File: src/rtl/cache_mem_arbiter_if.sv
// Bus bundle between the two cache controllers, the RAM and the arbiter.
// The arbiter takes the slave view; the cache/RAM side takes the master view.
interface cache_mem_arbiter_if;
    logic        iREN;
    logic [31:0] iaddr;
    logic        iwait;
    logic [31:0] iload;
    logic        dREN;
    logic        dWEN;
    logic [31:0] daddr;
    logic [31:0] dstore;
    logic        dwait;
    logic [31:0] dload;
    logic        ramREN;
    logic        ramWEN;
    logic [31:0] ramaddr;
    logic [31:0] ramstore;
    logic [31:0] ramload;
    logic [1:0]  ramstate;
    logic        err;

    modport slave (
        input  iREN, iaddr, dREN, dWEN, daddr, dstore, ramload, ramstate,
        output iwait, iload, dwait, dload, ramREN, ramWEN, ramaddr, ramstore, err
    );

    modport master (
        output iREN, iaddr, dREN, dWEN, daddr, dstore, ramload, ramstate,
        input  iwait, iload, dwait, dload, ramREN, ramWEN, ramaddr, ramstore, err
    );
endinterface

File: src/rtl/cache_mem_arbiter.sv
// Single-port RAM arbiter between icache and dcache; dcache has priority.
// Optional icache starvation guard enabled by defining CACHE_ARB_STARVE_GUARD_EN.
module cache_mem_arbiter #(
    parameter int STARVE_LIMIT = 4
) (
    input  logic               CLK,
    input  logic               RST,
    cache_mem_arbiter_if.slave bus
);

    localparam logic [1:0] RAM_ACCESS = 2'd2;
    localparam logic [1:0] RAM_ERROR  = 2'd3;

    typedef enum logic [1:0] {
        IDLE   = 2'd0,
        IREAD  = 2'd1,
        DREAD  = 2'd2,
        DWRITE = 2'd3
    } state_t;

    state_t state_r;
    state_t next_state_s;
    logic   err_r;
    logic   err_set_s;
    logic   dreq_s;
    logic   starve_s;

`ifdef CACHE_ARB_STARVE_GUARD_EN
    logic [2:0] starve_cnt_r;
    logic       icomp_s;
    logic       dcomp_s;

    assign icomp_s  = !RST && (state_r == IREAD) && bus.iREN && (bus.ramstate == RAM_ACCESS);
    assign dcomp_s  = !RST && bus.iREN && (bus.ramstate == RAM_ACCESS) &&
                      (((state_r == DREAD) && bus.dREN) || ((state_r == DWRITE) && bus.dWEN));
    assign starve_s = ({29'd0, starve_cnt_r} >= $unsigned(STARVE_LIMIT));

    // Count dcache completions that made a waiting icache request sit out; saturates.
    always_ff @(posedge CLK) begin
        if (RST) begin
            starve_cnt_r <= 3'd0;
        end else if (icomp_s) begin
            starve_cnt_r <= 3'd0;
        end else if (dcomp_s && (starve_cnt_r != 3'd7)) begin
            starve_cnt_r <= starve_cnt_r + 3'd1;
        end else begin
            starve_cnt_r <= starve_cnt_r;
        end
    end
`else
    assign starve_s = 1'b0;
`endif

    assign dreq_s  = bus.dREN | bus.dWEN;
    assign bus.err = err_r;

    // State register and sticky RAM error flag.
    always_ff @(posedge CLK) begin
        if (RST) begin
            state_r <= IDLE;
            err_r   <= 1'b0;
        end else begin
            state_r <= next_state_s;
            err_r   <= err_r | err_set_s;
        end
    end

    // Next-state decode and combinational RAM/cache-side outputs.
    always_comb begin
        next_state_s = state_r;
        err_set_s    = 1'b0;
        bus.ramREN   = 1'b0;
        bus.ramWEN   = 1'b0;
        bus.ramaddr  = 32'd0;
        bus.ramstore = 32'd0;
        bus.iwait    = bus.iREN;
        bus.dwait    = dreq_s;
        bus.iload    = 32'd0;
        bus.dload    = 32'd0;
        if (RST) begin
            next_state_s = IDLE;
        end else begin
            case (state_r)
                IDLE: begin
                    if (dreq_s && !(starve_s && bus.iREN)) begin
                        next_state_s = bus.dWEN ? DWRITE : DREAD;
                    end else if (bus.iREN) begin
                        next_state_s = IREAD;
                    end else begin
                        next_state_s = IDLE;
                    end
                end
                IREAD: begin
                    bus.iwait = 1'b1;
                    bus.dwait = 1'b1;
                    if (!bus.iREN) begin
                        next_state_s = IDLE;
                    end else begin
                        bus.ramREN  = 1'b1;
                        bus.ramaddr = bus.iaddr;
                        case (bus.ramstate)
                            RAM_ACCESS: begin
                                bus.iwait    = 1'b0;
                                bus.iload    = bus.ramload;
                                next_state_s = IDLE;
                            end
                            RAM_ERROR: begin
                                err_set_s    = 1'b1;
                                next_state_s = IDLE;
                            end
                            default: next_state_s = state_r;
                        endcase
                    end
                end
                DREAD, DWRITE: begin
                    bus.iwait = 1'b1;
                    bus.dwait = 1'b1;
                    // A read grant lives on dREN, a write grant on dWEN.
                    if ((state_r == DREAD) ? !bus.dREN : !bus.dWEN) begin
                        next_state_s = IDLE;
                    end else begin
                        bus.ramREN   = (state_r == DREAD);
                        bus.ramWEN   = (state_r == DWRITE);
                        bus.ramaddr  = bus.daddr;
                        bus.ramstore = bus.dstore;
                        case (bus.ramstate)
                            RAM_ACCESS: begin
                                bus.dwait    = 1'b0;
                                bus.dload    = (state_r == DREAD) ? bus.ramload : 32'd0;
                                next_state_s = IDLE;
                            end
                            RAM_ERROR: begin
                                err_set_s    = 1'b1;
                                next_state_s = IDLE;
                            end
                            default: next_state_s = state_r;
                        endcase
                    end
                end
                default: next_state_s = IDLE;
            endcase
        end
    end

endmodule

File: src/flat_wrapper.sv
// flat-port wrapper written by rule: the top's interface ports become plain ports
module cache_mem_arbiter_flat 
#(
    parameter int STARVE_LIMIT = 4
)
  (CLK, RST, bus_iREN, bus_iaddr, bus_dREN, bus_dWEN, bus_daddr, bus_dstore, bus_ramload, bus_ramstate, bus_iwait, bus_iload, bus_dwait, bus_dload, bus_ramREN, bus_ramWEN, bus_ramaddr, bus_ramstore, bus_err);
  cache_mem_arbiter_if bus_i ();
  input  logic CLK;
  input  logic RST;
  input wire logic [$bits(bus_i.iREN)-1:0] bus_iREN;
  input wire logic [$bits(bus_i.iaddr)-1:0] bus_iaddr;
  input wire logic [$bits(bus_i.dREN)-1:0] bus_dREN;
  input wire logic [$bits(bus_i.dWEN)-1:0] bus_dWEN;
  input wire logic [$bits(bus_i.daddr)-1:0] bus_daddr;
  input wire logic [$bits(bus_i.dstore)-1:0] bus_dstore;
  input wire logic [$bits(bus_i.ramload)-1:0] bus_ramload;
  input wire logic [$bits(bus_i.ramstate)-1:0] bus_ramstate;
  output wire logic [$bits(bus_i.iwait)-1:0] bus_iwait;
  output wire logic [$bits(bus_i.iload)-1:0] bus_iload;
  output wire logic [$bits(bus_i.dwait)-1:0] bus_dwait;
  output wire logic [$bits(bus_i.dload)-1:0] bus_dload;
  output wire logic [$bits(bus_i.ramREN)-1:0] bus_ramREN;
  output wire logic [$bits(bus_i.ramWEN)-1:0] bus_ramWEN;
  output wire logic [$bits(bus_i.ramaddr)-1:0] bus_ramaddr;
  output wire logic [$bits(bus_i.ramstore)-1:0] bus_ramstore;
  output wire logic [$bits(bus_i.err)-1:0] bus_err;
  assign bus_i.iREN = bus_iREN;
  assign bus_i.iaddr = bus_iaddr;
  assign bus_i.dREN = bus_dREN;
  assign bus_i.dWEN = bus_dWEN;
  assign bus_i.daddr = bus_daddr;
  assign bus_i.dstore = bus_dstore;
  assign bus_i.ramload = bus_ramload;
  assign bus_i.ramstate = bus_ramstate;
  assign bus_iwait = bus_i.iwait;
  assign bus_iload = bus_i.iload;
  assign bus_dwait = bus_i.dwait;
  assign bus_dload = bus_i.dload;
  assign bus_ramREN = bus_i.ramREN;
  assign bus_ramWEN = bus_i.ramWEN;
  assign bus_ramaddr = bus_i.ramaddr;
  assign bus_ramstore = bus_i.ramstore;
  assign bus_err = bus_i.err;
  cache_mem_arbiter #(.STARVE_LIMIT(STARVE_LIMIT)) u_core (.CLK(CLK), .RST(RST), .bus(bus_i));
endmodule
File: config.mk
export PLATFORM = sky130hd
export DESIGN_NAME = cache_mem_arbiter_flat
export DESIGN_NICKNAME = d
export VERILOG_FILES = /design/src/rtl/cache_mem_arbiter_if.sv /design/src/rtl/cache_mem_arbiter.sv /design/src/flat_wrapper.sv
export SDC_FILE = /design/constraint.sdc
export NUM_CORES = 1
export LEC_CHECK = 0
export BUFFER_PORTS_ARGS = -buffer_cell sky130_fd_sc_hd__buf_2
export CAP_MARGIN = 20
export CORE_AREA = 8 8 97 99
export CTS_CLUSTER_SIZE = 8
export DETAILED_ROUTE_END_ITERATION = 8
export DIE_AREA = 0 0 105 107
export HOLD_SLACK_MARGIN = 0.1
export SETUP_SLACK_MARGIN = 0.4
export SYNTH_ARGS = -nofsm -noshare
export SYNTH_HDL_FRONTEND = slang
export SYNTH_SLANG_ARGS = --single-unit
File: constraint.sdc
create_clock -name CLK -period 1.95 [get_ports CLK]
set_input_delay 0.4875 -clock CLK [delete_from_list [all_inputs] [get_ports CLK]]
set_output_delay 0.4875 -clock CLK [all_outputs]
set_load 0.1 [all_outputs]
==> results of run 1 <==
## power groups by stage
stage                     Sequential, mW  Clock [mW]  Combinational [mW]
after global routing              0.0773       0.194                1.59
after detailed placement          0.0764           0                1.14
final                             0.0764       0.181                1.53
after floorplan                   0.0730           0               0.682
after CTS                         0.0798       0.186                1.47
after global placement            0.0760           0                1.12
## cell type report
cell class	count	share of cell area, %
clock buffer	4	0.678
timing repair buffer	309	60.5
multi-input combinational	190	35.6
inverter	3	0.169
tap	105	1.98
sequential	3	1.02
## cells by family after synthesis
family	Yosys count	synth area share [%]
simple gates	147	59.9
compound gates	41	23.7
buf+inv	28	10.3
flops	3	4.26
mux	2	1.86
## worst register-to-register path: cells and delay by family, from the launching register on
| kind | cells | cell delay, ns |
|---|---|---|
| compound gates | 2 | 0.27 |
| flops | 1 | 0.36 |
| buf+inv | 2 | 0.43 |
| simple gates | 1 | 0.13 |
## metrics by stage
step | setup WS [ns] | std cells | hold slack (ns) | cell area (µm²)
floorplan | -0.329 | 221 | 0.557 | 2080
global placement | -0.208 | 590 | 0.540 | 5560
detailed placement | -0.242 | 590 | 0.562 | 5560
CTS | -0.238 | 606 | 0.572 | 6490
global route | -0.281 | 614 | 0.589 | 6650
finish | -0.226 | 614 | 0.575 | 6650
## flip-flops by register name, summed over array words and instances, names as in the netlist
| signal | flops |
|---|---|
| u_core.bus.err | 1 |
| u_core.state_r | 2 |
## cells in the mapped netlist
cell | instances | share of area (%)
sky130_fd_sc_hd__nor2_2 | 2 | 0.89
sky130_fd_sc_hd__nand3b_1 | 3 | 1.6
sky130_fd_sc_hd__a211oi_1 | 1 | 0.53
sky130_fd_sc_hd__inv_1 | 3 | 0.80
sky130_fd_sc_hd__buf_1 | 2 | 0.53
sky130_fd_sc_hd__buf_2 | 6 | 2.1
sky130_fd_sc_hd__and2_1 | 94 | 42
sky130_fd_sc_hd__nor2b_1 | 1 | 0.44
sky130_fd_sc_hd__and3b_4 | 1 | 0.89
sky130_fd_sc_hd__or3b_1 | 1 | 0.62
sky130_fd_sc_hd__a31oi_1 | 2 | 0.89
sky130_fd_sc_hd__nand4b_1 | 1 | 0.62
sky130_fd_sc_hd__a32oi_1 | 33 | 20
sky130_fd_sc_hd__nand2_1 | 1 | 0.27
sky130_fd_sc_hd__nor3_1 | 1 | 0.35
sky130_fd_sc_hd__mux2_4 | 1 | 1.1
sky130_fd_sc_hd__mux2_2 | 1 | 0.80
sky130_fd_sc_hd__clkbuf_2 | 5 | 1.8
sky130_fd_sc_hd__nand2b_1 | 1 | 0.44
sky130_fd_sc_hd__a21oi_1 | 3 | 1.1
sky130_fd_sc_hd__and4b_1 | 1 | 0.71
sky130_fd_sc_hd__dfxtp_1 | 3 | 4.3
sky130_fd_sc_hd__and3b_1 | 1 | 0.62
sky130_fd_sc_hd__nor2_1 | 37 | 9.8
sky130_fd_sc_hd__o21ai_0 | 2 | 0.71
sky130_fd_sc_hd__clkbuf_1 | 7 | 1.9
sky130_fd_sc_hd__buf_4 | 3 | 1.6
sky130_fd_sc_hd__buf_6 | 2 | 1.6
sky130_fd_sc_hd__or2_2 | 2 | 0.89
## routing by layer
metal / GRT usage, % / wire length [µm] / vias to the layer above / part of all wire, %
met5: 0 / 0 / - / 0
met4: 7.54 / 408 / 0 / 2.9
met3: 6.66 / 985 / 26 / 7.1
met2: 46.5 / 7920 / 156 / 57
met1: 21.9 / 4550 / 1380 / 33
li1: - / - / 1353 / -
## worst paths after layout
check | end | cells past startpoint
hold / removal | u_core.bus.err | 2
setup reg to reg | u_core.state_r[1] | 5
hold reg to reg | u_core.bus.err | 2
setup / recovery | bus_dload[28] | 6
## repair_timing
action                     in CTS  in global routing
gates resized for setup        78                 26
setup endpoints to repair     132                133
pin swaps                      13                 28
cloned                          8                  4
setup buffers                   4                  4
==> impl.org, run 1 <==
** Floorplanning
- Row cnt :: 33
- Width of the die :: between 100 and 150 µm
- Area of the core :: 7930 µm²
- Initial Utilization :: 17.8%
- Die Area :: ~11000 µm²
- During I/O placement, the number of pins put on the boundary was 268.
- DIE HEIGHT :: 107 µm

** STA
- Static timing analysis puts the maximum clock frequency at 0.459 GHz.
- After layout, the minimum clock period comes to about 2.2 ns.
- Number of hold violations in the final report :: 0
- Final period utilization :: 112%
- Setup repair after global routing missed its margin :: yes
- At the pin with the least slew margin, the transition time is 0.324 ns.
- Setup violations remaining at the end of the flow were counted as 131.
- Max-slew headroom at the worst pin :: 78.5%
- Max-slew violations :: 0
- In the post-route analysis, the smallest setup slack over all paths is -0.226 ns.
- Setup_tns :: -25.20 ns
- Worst setup skew after layout :: 0.00111 ns

** Clock network
- TritonCTS built the clock tree.
- Clock buffer count from CTS :: 3
- Max H-tree Level :: 1
- The clock reaches the later pin of the worst-skew pair after 0.22 ns.
- Cts-stage hold buffer count :: 0
- Sinks on Clock Net :: 3
- No sink is reached through more buffers than the 2 on the longest clock path.
- Clock Pin Slew Worst Setup and Hold Paths :: 0.03 ns
- CTS root buf :: sky130_fd_sc_hd__clkbuf_8

** Power and ir drop
- For this design the ratio of total power to cell area is 269 nW/µm².
- Cell internal power was estimated by the tool at 0.866 mW.
- Per report_power, the clock group accounts for 10.1% of the total.
- Sum of internal, switching and leakage power :: 1.79 mW
- VDD IR-drop max :: 0.227 mV
- Of the total power, registers draw 4.3%.
- For this design the total switching power over the nets is 0.925 mW.
- Leakage component of the power :: between 2 and 3 nW
- Net switching is 51.6% of the power.
- Portion of total power attributed to combinational logic :: between 80% and 90%

** Setup path
- The slowest stage of the critical path is the sky130_fd_sc_hd__dfxtp_4 cell.
- Worst Setup Path Type :: reg2out
- Tracing the worst setup path back leads to its startpoint at u_core.state_r[0].
- Data on the critical path arrives at its endpoint at 1.69 ns.
- Among cell families on the critical path, the largest total delay comes from simple AND/OR/NAND/NOR gates.
- The critical path goes through buf_4 -> nand3b_1 -> nor2_4 -> buf_12 -> and2_4 -> buf_12.
- Delay contributed by the slowest stage of the critical path :: ~0.35 ns
- STA puts the critical path data required time at around 1.5 ns.
- Together, buffers and inverters on the worst path number 3.
- In this design, the critical path's most frequently occurring cell is sky130_fd_sc_hd__buf_12.
- Startpoint of the worst register-to-register path :: u_core.state_r[1]
- In this run the worst path has a maximum fanout of 31.
- Reg2reg setup slack :: between 0.6 and 0.7 ns
- STA classifies the critical path startpoint as a flip-flop.
- Type of destination of the critical path :: output pin

** Hold path
- The path class of the tightest hold or removal check is reg2reg.
- Origin of the worst min-delay path :: u_core.bus.err

** Global route
- Overflow left after global routing :: 0
- Largest net degree at the start of global routing :: 33
- Wire length of the first global-routing pass :: 20.6 mm
- The initial antenna violation count was 0.
- Number of global-route vias before repair :: 3334
- Global routing consumed, over all layers together, 23.2% of the routing resources.

** Final layout
- Relative to the synthesized area, the layout overhead comes to 371%.
- Commonest cells after routing, fill and taps aside :: 143 x sky130_fd_sc_hd__buf_12, 132 x sky130_fd_sc_hd__buf_2, 94 x sky130_fd_sc_hd__and2_4, 36 x sky130_fd_sc_hd__nor2_4, 33 x sky130_fd_sc_hd__a32oi_4
- Leaving out fill and tap cells, the most frequent cell in the layout is sky130_fd_sc_hd__buf_12.
- After filler insertion, the fill cell instance count of the layout stands at 412.
- Net total in the final layout :: about 650
- In the final layout, the multi-input gates occupy approximately 2400 µm².
- In the final layout, the share of cells above drive strength 1 is 95.9%.
- Number of inserted diodes :: 0
- Combined flip-flop and latch cell area :: 67.6 µm²
- Final core utilization :: 83.8%

** Synthesis
- Counting every instance in the synthesized netlist gives between 200 and 250.
- The Yosys step of the flow raised 0 warnings.
- The share of the Yosys chip area taken by registers is 4.26%.
- Yosys mapped the design onto 29 distinct sky130hd cell types.
- Summing every instance area after synthesis gives 1410 µm².
- Dividing the synthesized area by the synthesized cell count gives 6.38 µm².
- When the netlist entered floorplanning its net count stood at 356.
- The synthesized design contains 3 register bits.

** Placement
- GPL Wtd Cong :: 0.790
- Once detailed placement completed, the half-perimeter wirelength came to 10.5 mm.
- Buffers placed on the I/O ports in this run total 267.

** Route
- WL/cell :: 22.6 µm
- The count of nets left with antenna violations once routing finished came out at 0.
- After detailed routing, the number of vias per cell comes to between 4 and 5.
- The final layout contains routed wiring with a total length of between 10 and 15 mm.
- DR iter-0 viols :: roughly 120
- The first detailed-routing pass ran for 4 iterations.
- Total number of vias :: 2915
- DRC Markers :: 0

** Status
- Status :: finished with violations
- Failing checks :: negative setup slack

** Run
- Number of max-cap violations :: 0
(Power assumes the default switching activity.)
==> run 2: changes to the inputs <==
Settings changed: GPL_TIMING_DRIVEN from default to 0, REMOVE_ABC_BUFFERS from default to 1, TNS_END_PERCENT from default to 10.
==> run 2 against run 1 <==
The flow still finishes with violations (negative setup slack). Sequential share of layout area grew 0.25 points. Largest power group unchanged. Critical endpoint is now bus_dload[0]. First-iteration DRC count grew 17%. Core utilization shrank 17 points. Count of clock-buffer cells in the layout is the same. Critical path depth shrank 1. Final cell count shrank 0.16%. Sequential cell count is the same. Clock skew grew 0.0044 ns. Power shrank 19%. Setup slack lost 0.11 ns.
==> impl.org, run 2 (same netlist as run 1, synthesis figures left out) <==
** Clock network
- The TritonCTS sink count is 3 (unchanged).
- Number of buffers on the longest clock path :: 2 (unchanged)
- CTS root buf :: sky130_fd_sc_hd__clkbuf_8
- The clock-pin slew of the registers on the worst-case setup and hold paths was 0.04 ns (about the same).
- Cts-stage hold buffer count :: 0 (unchanged)
- Max H-tree Level :: 1 (unchanged)
- TritonCTS clock tree :: yes
- The clock latency at the later pin of the worst-skew pair came to 0.24 ns (+0.02 ns).
- The number of buffers created by CTS is 3 (unchanged).

** STA
- The max-slew violation count came to 0 (unchanged).
- The setup violation total in the final timing report is 131 (unchanged).
- Setup repair after global routing could not meet its margin everywhere.
- The final-report hold violation count came to 0 (unchanged).
- The time the final worst path needs with I/O delays and setup came to 2.29 ns (+0.109 ns).
- The share of the cycle needed by the critical path after routing was 117% (+5.6 points).
- The worst setup skew after layout came to 0.00550 ns (+0.00440 ns).
- Max-slew headroom at the worst pin :: 76.6% (-1.9 points)
- The maximum achievable frequency came to 0.437 GHz (-4.8%).
- The slew of the pin with the lowest slew margin is 0.349 ns (+0.0252 ns).
- Fin worst setup slack :: -0.336 ns (-0.109 ns)

** Power and ir drop
- The cell area power density was 271 nW/µm² (+0.56%).
- Clock group share of total power :: 14.6% (+4.5 points)
- Switching fraction of total power :: 54.3% (+2.7 points)
- Portion of total power attributed to combinational logic :: 79.9% (-5.7 points)
- Net switching power :: 0.786 mW (-15%)
- The leakage power figure came to 2.41 nW (-7.9%).
- VDD IR-drop max :: 0.156 mV (-31%)
- The sequential share of power came to 5.5% (+1.2 points).
- Internal power :: 0.660 mW (-24%)

** Setup path
- Delay contributed by the slowest stage of the critical path :: 0.50 ns (+0.15 ns)
- Cell with the largest stage delay on the worst path :: sky130_fd_sc_hd__or3b_4
- Reg2reg setup slack :: 0.32 ns (-0.35 ns)
- STA classifies the critical path startpoint as an input pin.
- The instance count on the critical path is 5 (-1).
- By startpoint and endpoint, the worst setup path is classified as in2out.
- The number of buffer and inverter instances along the worst setup path came to 2 (-1).
- Startpoint of the worst register-to-register path :: u_core.state_r[1]
- Cell type group with the largest total delay on the critical path :: simple AND/OR/NAND/NOR gates
- Type of destination of the critical path :: output pin
- The data arrival time of the worst path came to 1.80 ns (+0.11 ns).
- The required time of the worst setup path came to 1.46 ns (about the same).
- Biggest fanout along the worst timing path :: 8 (-74%)
- Endpoint of the worst setup timing path :: bus_dload[0]
- The endpoint identified for the worst register-to-register timing path is u_core.state_r[1].
- List of cells traversed by the critical path :: buf_6 -> or3b_4 -> nor2_4 -> and2_4 -> buf_12
- The number of cells traversed by the worst register-to-register path is 6 (+1).
- Critical path launch point :: bus_ramstate[0]

** Final layout
- Max reg flops :: 2 (unchanged)
- The final instance area was 5340 µm² (-20%).
- The fraction of layout cells with a size suffix above 1 is 81.1% (-15 points).
- The final-layout fill cell count came to 511 (+24%).
- Commonest cells after routing, fill and taps aside :: 130 x sky130_fd_sc_hd__buf_2, 102 x sky130_fd_sc_hd__buf_12, 81 x sky130_fd_sc_hd__and2_4, 44 x sky130_fd_sc_hd__buf_6, 34 x sky130_fd_sc_hd__nor2_1
- From synthesis to final layout, the design area changed by 278%.
- Cell Count, Final, Fillers Out :: 613 (-0.16%)
- Net total in the final layout :: 644 (-0.16%)
- Number of inserted diodes :: 0 (unchanged)
- Leading cell type in the layout, fill and taps excluded :: sky130_fd_sc_hd__buf_2
- Register with the most flip-flops :: u_core.state_r

** Route
- The wire length per cell after detailed routing is 26.6 µm (+18%).
- The residual antenna-violating net count after detailed routing is 0 (unchanged).
- The length of the first detailed-routing pass in iterations is 4 (unchanged).
- The number of vias after detailed routing was 3102 (+6.4%).
- Highest signal layer in the routed design :: met4
- DR iter-0 viols :: 138 (+17%)
- The met1 wire length came to 5.51 mm (+21%).
- Met3 routed wirelength :: 1.31 mm (+33%)
- The met2 routed wirelength came to 8.85 mm (+12%).
- The DRC violation count after routing was 0 (unchanged).
- Via count normalized by instance count :: 5.06 (+6.6%)
- Total length of routed wires :: 16.3 mm (+18%)

** Placement
- Area of placed instances :: 2830 µm² (-49%)
- Count of input and output buffers :: 267 (unchanged)
- Placed cell count :: 571 (-3.2%)
- The post-placement setup slack came to -1.07 ns (-0.829 ns).
- The half-perimeter wire length of the detailed placement result is 7.58 mm (-28%).
- The placer congestion estimate came to 0.797 (+0.77%).

** Floorplanning
- The row count came to 33 (unchanged).
- Width of the die :: 105 µm (unchanged)
- Die Area :: 11200 µm² (unchanged)
- Area of the core :: 7930 µm² (unchanged)
- The initial core utilization came to 17.8% (unchanged).
- The die outline height came to 107 µm (unchanged).
- The count of pins on the block boundary came to 268 (unchanged).

** Global route
- The overall track demand over capacity in global routing was 24.9% (+1.8 points).
- Largest net degree at the start of global routing :: 34 (+3.0%)
- Wire length of the first global-routing pass :: 21.6 mm (+4.7%)
- Overflow left after global routing :: 0 (unchanged)
- The initial antenna violation count came to 0 (unchanged).
- The number of global-route vias before repair is 3379 (+1.3%).

** Hold path
- The worst hold path belongs to the class in2reg.

** Status
- The run finished, with violations left.
- The final reports fail on negative setup slack.

** Run
- Number of max-cap violations :: 0 (unchanged)
[run 2: layout make-up]
type | count | area [µm²] | share of cell area, %
repair buffers | 301 | 3510 | 65.8
multi-input cells | 197 | 1570 | 29.4
well taps | 105 | 131 | 2.46
flip-flops and latches | 3 | 67.6 | 1.27
clock buffers | 4 | 45.0 | 0.844
inverters | 3 | 11.3 | 0.211
[run 2: worst min-delay path by stage]
| stage | startpoint | to | slack, ns | cells after the start |
|---|---|---|---|---|
| 2_1_floorplan | u_core.state_r[0] | u_core.state_r[0] | 0.55 | 2 |
| 3_3_place_gp | u_core.bus.err | u_core.bus.err | 0.54 | 2 |
| 3_5_place_dp | u_core.bus.err | u_core.bus.err | 0.55 | 2 |
| 4_1_cts | RST | u_core.state_r[0] | 0.52 | 3 |
| 5_1_grt | RST | u_core.state_r[0] | 0.58 | 3 |
| 6_report | RST | u_core.state_r[0] | 0.58 | 3 |
[run 2: through the flow]
step / setup TNS, ns / power, mW / hold WS, ns / utilization [%]
3_3_place_gp: -158.51 / 0.818 / 0.535 / 34.6
6_report: -34.52 / 1.45 / 0.582 / 67.3
2_1_floorplan: -132.85 / 0.591 / 0.548 / -
4_1_cts: -27.99 / 1.30 / 0.520 / 64.0
3_5_place_dp: -110.59 / 0.860 / 0.554 / 35.7
5_1_grt: -37.37 / 1.48 / 0.576 / 67.3
[run 2: per-layer routing]
metal	track usage, %	up-vias
met2	47.3	229
met4	12.1	0
met5	0	-
met3	7.26	40
met1	24.3	1486
li1	-	1347
[run 2: repair_timing]
item                                    4_1_cts  5_1_grt
setup buffers                                19        8
gates cloned                                  8        3
endpoints found under the setup margin      134      133
resized for setup                           541       57
endpoints found under the hold margin         0        0
pin swaps                                    50       40
[run 2: power by group through the flow]
stage	logic (mW)	registers (mW)	clock network, mW
finish	1.16	0.0791	0.211
global placement	0.720	0.0984	0
global route	1.19	0.0791	0.217
floorplan	0.500	0.0907	0
CTS	1.03	0.0806	0.183
detailed placement	0.774	0.0864	0
[run 2: tightest hold or removal path, delay by kind of cell]
family / cells / cell delay, ns
AO/OA/AOI/OAI: 1 / 0.06
buffers and inverters: 2 / 0.22
==> run 3: changes to the inputs <==
Settings changed: CORE_AREA 8 8 97 99 to 8 8 98 100, CTS_BUF_LIST from default to sky130_fd_sc_hd__clkbuf_2, DIE_AREA 0 0 105 107 to 0 0 106 108.
==> run 3 against run 2 <==
The flow still finishes with violations (negative setup slack). Sequential power grew 2%. Clock power shrank 47%. Critical path depth shrank 1. Count of clock-buffer cells in the layout is the same. Highest routed layer unchanged. Final cell count shrank 1.1%. Largest power group unchanged. First-iteration DRC count shrank 12%. Critical path type is now reg2out. Critical endpoint is now bus_dwait. Via count shrank 4.0%. Register-to-register slack gained 0.07 ns. Sequential cell count is the same. Die area grew 1.9%. Largest cell class unchanged. Power shrank 8.0%.
==> impl.org, run 3 (same netlist as run 1, synthesis figures left out) <==
** Clock network
- The clock-pin slew of the registers on the worst-case setup and hold paths came to 0.05 ns (about the same).
- Clock buffer count from CTS :: 3 (unchanged)
- The depth of the CTS H-tree came to 1 (unchanged).
- Cts-stage hold buffer count :: 0 (unchanged)
- CTS root buf :: sky130_fd_sc_hd__clkbuf_2
- Clock latency on the worst-skew pair :: 0.26 ns (+0.02 ns)
- The TritonCTS sink count is 3 (unchanged).
- TritonCTS clock tree :: yes
- The maximum number of buffers from clock root to sink is 2 (unchanged).

** Power and ir drop
- The fraction of power spent switching nets is 56.5% (+2.1 points).
- The share of total power in combinational logic is 85.6% (+5.7 points).
- Leakage component of the power :: 2.38 nW (-1.5%)
- Power density normalized to cell area :: 250 nW/µm² (-7.6%)
- Internal power :: 0.579 mW (-12%)
- The total power came to 1.33 mW (-8.0%).
- The sequential share of power was 6.1% (+0.6 points).
- The net switching power of the design came to 0.751 mW (-4.4%).
- Clock group share of total power :: 8.3% (-6.3 points)
- The peak supply drop was 0.125 mV (-20%).

** Hold path
- For hold timing, the worst endpoint is u_core.bus.err.
- The worst hold path stage count was 3 (unchanged).
- The min-delay analysis places its worst path in the category in2reg.
- In this run the most critical hold path is launched from RST.

** Final layout
- Final-layout fill cell count :: 551 (+7.8%)
- The fraction of layout cells with a size suffix above 1 came to 78.4% (-2.7 points).
- Final instance area :: 5310 µm² (-0.45%)
- The final core utilization is 66.0% (-1.3 points).
- Area Growth Syn to Fin :: 277%
- Net total in the final layout :: 636 (-1.2%)
- Leading cell type in the layout, fill and taps excluded :: sky130_fd_sc_hd__buf_2
- In the layout the commonest cells are 130 x sky130_fd_sc_hd__buf_2, 115 x sky130_fd_sc_hd__buf_12, 64 x sky130_fd_sc_hd__and2_4, 32 x sky130_fd_sc_hd__a32oi_1, 32 x sky130_fd_sc_hd__buf_6.
- Ranked by flip-flop count, first place goes to u_core.state_r.
- The number of flip-flops under the largest register name is 2 (unchanged).

** Floorplanning
- The count of pins on the block boundary is 268 (unchanged).
- The area of the die came to 11400 µm² (+1.9%).
- Area of the core :: 8050 µm² (+1.6%)
- The die outline height is 108 µm (+0.93%).
- Width of the die :: 106 µm (+0.95%)
- Initial Utilization :: 17.5% (-0.27 points)
- The row count was 33 (unchanged).

** Route
- The initial DRC count is 122 (-12%).
- The residual antenna-violating net count after detailed routing was 0 (unchanged).
- The DRC violation count after routing was 0 (unchanged).
- Total length of routed wires :: 15.4 mm (-5.2%)
- The length of the first detailed-routing pass in iterations came to 4 (unchanged).
- The ratio of routed vias to standard cells came to 4.92 (-2.9%).
- Total number of vias :: 2979 (-4.0%)
- The wire length per cell after detailed routing was 25.5 µm (-4.1%).

** Placement
- The quantity of I/O buffers inserted on ports came to 267 (unchanged).
- Area of placed instances :: 2830 µm² (unchanged)
- The half-perimeter wire length of the detailed placement result is 7.96 mm (+5.0%).
- GPL Wtd Cong :: 0.778 (-2.4%)
- Placement-stage worst setup slack :: -1.09 ns (-0.0147 ns)

** Global route
- The overall track demand over capacity in global routing came to 24.9% (about the same).
- Largest net degree at the start of global routing :: 34 (unchanged)
- Initial antenna violation count :: 1 (+1)
- The sum of overflow across all layers after global routing came to 0 (unchanged).
- The wire length of the first global-routing pass came to 21.8 mm (+0.99%).
- Number of global-route vias before repair :: 3284 (-2.8%)

** Status
- The flow ran to the end, but the final reports show violations.
- The final reports fail on negative setup slack.

** Run
- The reported max-cap violation count is 0 (unchanged).

** STA
- The maximum achievable frequency was 0.429 GHz (-1.9%).
- Fin worst setup slack :: -0.380 ns (-0.0444 ns)
- Final period utilization :: 119% (+2.3 points)
- Final count of negative-setup-slack endpoints :: 131 (unchanged)
- Number of hold violations in the final report :: 0 (unchanged)
- The worst setup skew after layout is 0.0231 ns (+0.0176 ns).
- Setup repair after global routing could not meet its margin everywhere.
- Max-slew violations :: 0 (unchanged)
- The slew of the pin with the lowest slew margin is 0.428 ns (+0.0789 ns).
- Max-slew headroom at the worst pin :: 71.4% (-5.2 points)
- Post-layout min period :: 2.33 ns (+0.0444 ns)

** Setup path
- Register-to-Register Path Depth :: 7 (+1)
- Startpoint of the worst register-to-register path :: u_core.state_r[1]
- The critical-path maximum fanout came to 33 (+25).
- Reg2reg setup slack :: 0.39 ns (+0.07 ns)
- The worst setup path is captured at an output pin.
- Startpoint types :: flip-flop
- Arrival time worst endpoint :: 1.84 ns (+0.04 ns)
- The required time of the worst setup path is 1.46 ns (about the same).
- Worst Setup Path Type :: reg2out
- Endpoint of the lowest-slack register-to-register path :: u_core.bus.err
==> run 3: changes by cell type in the layout (fill, tap and decap cells not counted), sizes merged <==
cell    delta
bufbuf     -1
buf        -5
nor2       -1
and3b      -3
diode      +1
clkbuf     +2
==> run 3: metal layers <==
layer / vias up / GRT usage, % / wire [µm]
met5: - / 0 / 0
met4: 0 / 13.0 / 778
met3: 46 / 6.72 / 1120
met2: 204 / 47.0 / 8170
met1: 1399 / 24.5 / 5380
li1: 1330 / - / -
==> run 3: power by group through the flow <==
stage	clock, mW	combinational, mW	sequential, mW
after CTS	0.0979	1.06	0.0785
after global routing	0.117	1.18	0.0818
final	0.111	1.14	0.0807
after global placement	0	0.720	0.0990
after floorplan	0	0.500	0.0907
after detailed placement	0	0.774	0.0879
==> run 3: worst max path at each step <==
stage	startpoint	end	cells past startpoint
2_1_floorplan	u_core.state_r[1]	bus_dwait	3
3_3_place_gp	u_core.state_r[1]	bus_dwait	4
3_5_place_dp	u_core.state_r[1]	bus_ramaddr[8]	6
4_1_cts	u_core.state_r[1]	bus_ramaddr[13]	6
5_1_grt	u_core.state_r[1]	bus_ramaddr[13]	7
6_report	u_core.state_r[0]	bus_dwait	4
==> run 3: critical path, cell delays in order, from the launching register on <==
cell                      delay (ns)
sky130_fd_sc_hd__dfxtp_4        0.42
sky130_fd_sc_hd__mux2_4         0.35
sky130_fd_sc_hd__and3b_4        0.28
sky130_fd_sc_hd__a32oi_2        0.32
sky130_fd_sc_hd__buf_12         0.22
==> run 3: final cells by class <==
cell class              instances  area (µm²)  share of cell area [%]
clock buffers                   4        20.0                   0.377
repair buffers                297        3610                    68.0
inverters                       3        11.3                   0.212
well taps                     105         131                    2.47
multi-input cells             193        1470                    27.6
diodes                          1        2.50                  0.0471
flip-flops and latches          3        67.6                    1.27
==> run 3: what timing repair did <==
item,4_1_cts,5_1_grt
resized for setup,578,12
endpoints found under the setup margin,134,133
setup buffers,15,8
pin swaps,65,9
gates cloned,4,3
==> run 3: stage by stage <==
stage | instances | TNS (ns) | hold slack [ns]
floorplan | 196 | -132.85 | 0.548
global placement | 568 | -162.81 | 0.528
detailed placement | 571 | -116.01 | 0.546
CTS | 594 | -27.42 | 0.525
global route | 606 | -44.30 | 0.512
finish | 606 | -38.11 | 0.526
